<file path="src/rtl/everloop_pkg.sv">
// Shared constants for the everloop LED path: frame geometry, host register map, status bits.
// Also used by the serializer, which walks addresses 0..MAX_MEM_ADD.
package everloop_pkg;

  localparam int unsigned NUM_LEDS      = 35;
  localparam int unsigned BYTES_PER_LED = 4;
  localparam int unsigned FRAME_BYTES   = NUM_LEDS * BYTES_PER_LED;
  localparam int unsigned MAX_MEM_ADD   = FRAME_BYTES - 1;

  localparam int unsigned ADDR_W = 8;
  localparam int unsigned DATA_W = 8;

  localparam logic [ADDR_W-1:0] LAST_BYTE_ADDR = ADDR_W'(MAX_MEM_ADD);

  localparam logic [ADDR_W-1:0] ADDR_CTRL   = 8'hF0;
  localparam logic [ADDR_W-1:0] ADDR_BRIGHT = 8'hF1;
  localparam logic [ADDR_W-1:0] ADDR_STATUS = 8'hF2;
  localparam logic [ADDR_W-1:0] ADDR_FCNT   = 8'hF3;

  localparam int unsigned STATUS_PENDING = 0;
  localparam int unsigned STATUS_DROPPED = 1;
  localparam int unsigned STATUS_BANK    = 2;

  localparam int unsigned CTRL_SWAP      = 0;
  localparam int unsigned CTRL_CLR_DROP  = 1;

  // True when a byte address falls inside one frame.
  function automatic logic inFrame(input logic [ADDR_W-1:0] a);
    return a <= LAST_BYTE_ADDR;
  endfunction

endpackage

</file>
<file path="src/rtl/everloop_frame_bank.sv">
// One frame of pixel bytes in flops: a synchronous write port and two combinational
// read ports (host and serializer). Out-of-frame reads return zero.
module everloop_frame_bank
  import everloop_pkg::*;
(
  input  logic              clk,
  input  logic              rst,
  input  logic              we,
  input  logic [ADDR_W-1:0] wrAddr,
  input  logic [DATA_W-1:0] wrData,
  input  logic [ADDR_W-1:0] hostAddr,
  output logic [DATA_W-1:0] hostData,
  input  logic [ADDR_W-1:0] serAddr,
  output logic [DATA_W-1:0] serData
);

  logic [DATA_W-1:0] mem [FRAME_BYTES];

  always_ff @(posedge clk or negedge rst) begin
    if (!rst) begin
      for (int unsigned i = 0; i < FRAME_BYTES; i++) mem[i] <= '0;
    end else if (we && inFrame(wrAddr)) begin
      mem[wrAddr] <= wrData;
    end
  end

  assign hostData = inFrame(hostAddr) ? mem[hostAddr] : '0;
  assign serData  = inFrame(serAddr)  ? mem[serAddr]  : '0;

endmodule

</file>
<file path="src/rtl/everloop_framebuf.sv">
// Double-buffered LED frame memory: host fills the back bank, swap is deferred to the next
// serializer frame start. Optional brightness scaling under EVERLOOP_BRIGHTNESS_EN.
module everloop_framebuf
  import everloop_pkg::*;
(
  input  logic              clk,
  input  logic              rst,
  input  logic              wr,
  input  logic              rd,
  input  logic [ADDR_W-1:0] addr,
  input  logic [DATA_W-1:0] wdata,
  output logic [DATA_W-1:0] rdata,
  input  logic              memRd,
  input  logic [ADDR_W-1:0] memAdd,
  output logic [DATA_W-1:0] memData,
  output logic              swapDone
);

  logic              bank;
  logic              pending;
  logic              dropped;
  logic [7:0]        frameCnt;

  logic              frameStart_c;
  logic              swap_c;
  logic              pixWr_c;
  logic              ctrlWr_c;
  logic              effBank_c;
  logic [DATA_W-1:0] host0_c, host1_c, ser0_c, ser1_c;
  logic [DATA_W-1:0] rawByte_c;
  logic [DATA_W-1:0] readVal_c;
  logic [DATA_W-1:0] status_c;

  assign frameStart_c = memRd && (memAdd == '0);
  assign swap_c       = frameStart_c && pending;
  assign pixWr_c      = wr && inFrame(addr);
  assign ctrlWr_c     = wr && (addr == ADDR_CTRL);

  // Back bank is ~bank; pixel writes are dropped while a swap is pending.
  everloop_frame_bank u_bank0 (
    .clk(clk), .rst(rst), .we(pixWr_c && !pending && bank),
    .wrAddr(addr), .wrData(wdata),
    .hostAddr(addr), .hostData(host0_c),
    .serAddr(memAdd), .serData(ser0_c)
  );

  everloop_frame_bank u_bank1 (
    .clk(clk), .rst(rst), .we(pixWr_c && !pending && !bank),
    .wrAddr(addr), .wrData(wdata),
    .hostAddr(addr), .hostData(host1_c),
    .serAddr(memAdd), .serData(ser1_c)
  );

  // The first byte of a swapping frame already comes from the new front bank.
  assign effBank_c = bank ^ swap_c;
  assign rawByte_c = effBank_c ? ser1_c : ser0_c;

`ifdef EVERLOOP_BRIGHTNESS_EN
  logic [7:0]  bright;
  logic [15:0] prod_c;

  assign prod_c  = 16'(rawByte_c) * 16'({1'b0, bright} + 9'd1);
  assign memData = 8'(prod_c >> 8);

  always_ff @(posedge clk or negedge rst) begin
    if (!rst) bright <= 8'hFF;
    else if (wr && (addr == ADDR_BRIGHT)) bright <= wdata;
  end
`else
  assign memData = rawByte_c;
`endif

  always_comb begin
    status_c                 = '0;
    status_c[STATUS_PENDING] = pending;
    status_c[STATUS_DROPPED] = dropped;
    status_c[STATUS_BANK]    = bank;
    readVal_c                = '0;
    if (inFrame(addr)) begin
      readVal_c = bank ? host0_c : host1_c;
    end else begin
      case (addr)
        ADDR_STATUS: readVal_c = status_c;
        ADDR_FCNT:   readVal_c = frameCnt;
`ifdef EVERLOOP_BRIGHTNESS_EN
        ADDR_BRIGHT: readVal_c = bright;
`endif
        default:     readVal_c = '0;
      endcase
    end
  end

  // A CTRL swap request in a swapping cycle re-arms pending for the following frame.
  always_ff @(posedge clk or negedge rst) begin
    if (!rst) begin
      rdata    <= '0;
      swapDone <= 1'b0;
      bank     <= 1'b0;
      pending  <= 1'b0;
      dropped  <= 1'b0;
      frameCnt <= '0;
    end else begin
      swapDone <= swap_c;
      if (rd) rdata <= readVal_c;
      if (swap_c) bank <= ~bank;
      if (ctrlWr_c && wdata[CTRL_SWAP]) pending <= 1'b1;
      else if (swap_c)                  pending <= 1'b0;
      if (ctrlWr_c && wdata[CTRL_CLR_DROP]) dropped <= 1'b0;
      else if (pixWr_c && pending)          dropped <= 1'b1;
      if (frameStart_c) frameCnt <= frameCnt + 8'd1;
    end
  end

endmodule

</file>
<file path="config.mk">
export PLATFORM = sky130hd
export DESIGN_NAME = everloop_framebuf
export DESIGN_NICKNAME = d
export VERILOG_FILES = /design/src/rtl/everloop_pkg.sv /design/src/rtl/everloop_frame_bank.sv /design/src/rtl/everloop_framebuf.sv
export SDC_FILE = /design/constraint.sdc
export NUM_CORES = 2
export LEC_CHECK = 0
export BUFFER_PORTS_ARGS = -buffer_cell sky130_fd_sc_hd__buf_4
export CAP_MARGIN = 15
export CORE_MARGIN = 5
export CORE_UTILIZATION = 60
export CTS_BUF_LIST = sky130_fd_sc_hd__clkbuf_2 sky130_fd_sc_hd__clkbuf_4 sky130_fd_sc_hd__clkbuf_8
export DETAILED_ROUTE_END_ITERATION = 16
export PLACE_DENSITY = 0.76
export SLEW_MARGIN = 20
export SYNTH_ARGS = -nofsm -noshare
export SYNTH_HDL_FRONTEND = slang
export SYNTH_SLANG_ARGS = --single-unit
</file>
<file path="constraint.sdc">
create_clock -name clk -period 5.9 [get_ports clk]
set_clock_uncertainty 0.05 [all_clocks]
set_input_delay 0.295 -clock clk [delete_from_list [all_inputs] [get_ports clk]]
set_output_delay 0.295 -clock clk [all_outputs]
set_load 0.05 [all_outputs]
</file>
==> impl_metrics.json <==
{
  "critical_path_arrival_ns": 4.73,
  "maxCapViolations": 0,
  "worst-path-buf-inv": 1,
  "grt_max_degree": 217,
  "fmax_mhz": 197.0,
  "postCtsSetupBuffers": 0,
  "period_needed_ns": 5.077,
  "ios": 46,
  "hold_path_class": "in2reg",
  "timing.final.crit_share_pct": 86.05,
  "vias": 77721,
  "cts_tree": "built",
  "worstSetupEndpointType": "primary output",
  "start_kind": "flop",
  "grt_pass1_wl_um": 559000,
  "coreArea_mm2": 0.2021,
  "overflow": 0,
  "p_total_mw": 32.88,
  "clk_pin_slew_worst_paths_ns": 0.06,
  "drive_above_1_share_pct": 59.94,
  "initial_core_util_pct": 60.27,
  "setup_viol": 0,
  "postCtsHoldBufs": 25,
  "leakage_nw": 61.82,
  "worst_pin_slew_ns": 1.478,
  "yosys_warnings": 0,
  "synth_top_area_cell": "dfrtp_1",
  "setup_tns_ns": 0,
  "clk-insertion-delay-late_ns": 1.14,
  "cp_top_family": "compound AO/OA/AOI/OAI gates",
  "netlist_top_cells_area": "dfrtp_1 46%, mux4_2 24%, mux2_2 21%",
  "dieWidth_um": 460.6,
  "avgRoutedWirePerCell_um": 35.97,
  "dieArea_mm2": 0.2121,
  "crit_chain": "mux4_2 > mux4_2 > nor2_1 > nor2_1 > o21ai_0 > a21oi_1 > a2bb2oi_1 > buf_4",
  "ys_seq_area_share_pct": 46.43,
  "p_per_area_mw_per_mm2": 245.9,
  "drc": 0,
  "antenna_found_initial": 32,
  "dr.pass1.iters": 7,
  "first_iter_violations": 9753,
  "postSynthAreaPerCell_um2": 16.15,
  "first_global_vias": 80001,
  "cpMaxStageDelayCell": "o21ai_0",
  "hold_viol_final": 9,
  "vias_per_cell": 7.361,
  "synth_edf_count": 0,
  "numPortBuffers": 45,
  "die_y_um": 460.6,
  "drt_wl_total_um": 379800,
  "antenna_left": 0,
  "holdWs_ns": -0.06349,
  "netlist_area_mm2": 0.1218,
  "ctsResizeCount": 0,
  "num_rows": 165,
  "synth_top_cell_area_share_pct": 46.43,
  "drv_slew": 0,
  "vdd_ir_drop_max_mv": 0.2471,
  "violations": "negative hold slack",
  "place_congestion": 0.9812,
  "fin_cells": 10559,
  "layout.nets": 7620,
  "async_flop_share_pct": 100.0,
  "slowest_delay_ns": 0.73,
  "post-place-ws_ns": 1.124,
  "cts_buffer_depth": 4,
  "clock_sinks": 2260,
  "synth_seq_cells": 2260,
  "root_buffer": "clkbuf_8",
  "netlist_instances": 7544,
  "cp_max_fo": 3,
  "dpl.hpwl_um": 239800,
  "status": "finished, violations left",
  "grt_setup_unrepaired": "false",
  "dp_cells": 9843,
  "critPathKind": "reg2out",
  "cts_max_level": 5,
  "grt_usage_pct": 36.27,
  "setup_ws_ns": 0.8231,
  "synth_ff_type": "dfrtp_1",
  "syn_nets": 7574,
  "area_delta_synth_final_pct": 9.772,
  "yosysUniqueCellTypes": 78,
  "crit_required_ns": 5.56,
  "numCtsBuffers": 387,
  "slew_headroom_pct": 1.484
}
power breakdown:
group / switching (mW) / total, mW / leakage (nW) / internal (mW)
Combinational: 1.61 / 2.23 / 25.9 / 0.618
Clock: 6.53 / 15.1 / 4.39 / 8.59
Sequential: 0.0180 / 15.5 / 31.6 / 15.5
routing by layer:
metal | GRT usage [%] | share of wire (%)
met1 | 49.67 | 38
met2 | 51.30 | 44
met3 | 13.12 | 12
met4 | 18.94 | 6.2
met5 | 0.8726 | 0.050
Yosys cell counts, types with 6 or more instances:
| library cell | instances |
|---|---|
| a2111oi_0 | 7 |
| a211oi_1 | 6 |
| a21oi_1 | 50 |
| a221oi_1 | 14 |
| a22o_1 | 11 |
| a22oi_1 | 61 |
| a31oi_1 | 6 |
| a32oi_1 | 11 |
| and2_1 | 8 |
| and3_1 | 7 |
| buf_1 | 44 |
| buf_2 | 136 |
| buf_4 | 62 |
| buf_6 | 27 |
| clkbuf_1 | 384 |
| dfrtp_1 | 2260 |
| inv_1 | 6 |
| mux2_2 | 2260 |
| mux2i_1 | 129 |
| mux4_2 | 1315 |
| nand2_1 | 258 |
| nand2_2 | 18 |
| nand2b_1 | 12 |
| nand3_1 | 38 |
| nand4_1 | 15 |
| nor2_1 | 61 |
| nor2_2 | 49 |
| nor2_4 | 56 |
| nor2_8 | 24 |
| nor2b_1 | 16 |
| nor3_1 | 21 |
| nor4_1 | 8 |
| o211ai_1 | 13 |
| o21ai_0 | 42 |
| o221ai_1 | 6 |
| o22ai_1 | 18 |
| xnor2_1 | 7 |
path summary, 6_finish.rpt:
path | startpoint | endpoint | slack [ns] | cells after the start
worst min register to register | frameCnt[7] | frameCnt[7] | 0.46 | 1
min in group asynchronous | rst | u_bank0.mem[818] | 0.09 | 3
worst max register to register | bank | u_bank0.mem[960] | 1.99 | 7
worst min-delay path | wdata[4] | u_bank1.mem[268] | -0.06 | 2
worst max-delay path | u_bank1.mem[487] | memData[7] | 0.82 | 8
max in group asynchronous | rst | u_bank1.mem[115] | 4.45 | 4
registers in the layout, summed over array words and instances (netlist names):
register and count:
dropped 1, swapDone 1, u_bank0.mem 1120, rdata 8, u_bank1.mem 1120, bank 1
pending 1, frameCnt 8
kinds of logic (layout without fill, tap and decap cells):
kind of cell / after synthesis / after routing / share of synthesized area, %
multiplexers: 3706 / 3706 / 46.28
flip-flops: 2260 / 2260 / 46.43
buffers and inverters: 668 / 989 / 2.590
AND/OR/NAND/NOR: 622 / 622 / 3.038
AO/OA/AOI/OAI: 279 / 279 / 1.597
XOR/XNOR: 8 / 8 / 0.05752
adder cells (fa/ha/maj): 1 / 1 / 0.01027
other: 0 / 22 / 0
layout by cell type, fill, tap and decap left out, types with 11 or more instances in the layout:
| cell | synthesis | final |
|---|---|---|
| buf_4 | 62 | 214 |
| nand2_2 | 18 | 19 |
| nor2b_1 | 16 | 11 |
| a22oi_1 | 61 | 61 |
| a21oi_1 | 50 | 50 |
| nor3_1 | 21 | 16 |
| nor2_2 | 49 | 54 |
| o22ai_1 | 18 | 18 |
| mux4_2 | 1315 | 1315 |
| dfrtp_1 | 2260 | 2260 |
| mux2_2 | 2260 | 2260 |
| clkinv_2 | 0 | 31 |
| buf_12 | 1 | 54 |
| nand4_1 | 15 | 15 |
| nor2_4 | 56 | 57 |
| nor2_8 | 24 | 24 |
| a22o_1 | 11 | 11 |
| diode_2 | 0 | 22 |
| clkbuf_8 | 0 | 510 |
| o21ai_0 | 42 | 42 |
| a221oi_1 | 14 | 13 |
| o211ai_1 | 13 | 13 |
| dlygate4sd3_1 | 0 | 24 |
| a32oi_1 | 11 | 11 |
| nand2_1 | 258 | 257 |
| mux2i_1 | 129 | 129 |
| nand3_1 | 38 | 37 |
| clkbuf_4 | 1 | 120 |
| nor2_1 | 61 | 55 |
| nand2b_1 | 12 | 12 |
final cells by class:
| cell class | count | area (um2) |
|---|---|---|
| Inverter | 11 | 41.29 |
| Timing Repair Buffer | 314 | 3292 |
| Fill cell | 13662 | 68390 |
| Multi-Input combinational cell | 4616 | 62240 |
| Clock inverter | 42 | 379.1 |
| Tap cell | 2672 | 3343 |
| Antenna cell | 22 | 55.05 |
| Sequential cell | 2260 | 56550 |
| Clock buffer | 622 | 7816 |
metrics by stage:
stage / hold slack (ns) / utilization (%) / instance area, um2
after floorplan: -0.05059 / - / 121800
after global placement: 0.3419 / 61.89 / 125100
after detailed placement: 0.3434 / 61.90 / 125100
after CTS: 0.01112 / 66.08 / 133600
after global routing: 0.02633 / 66.14 / 133700
final: -0.06349 / 66.16 / 133700
Power figures use the tool's default switching activity.
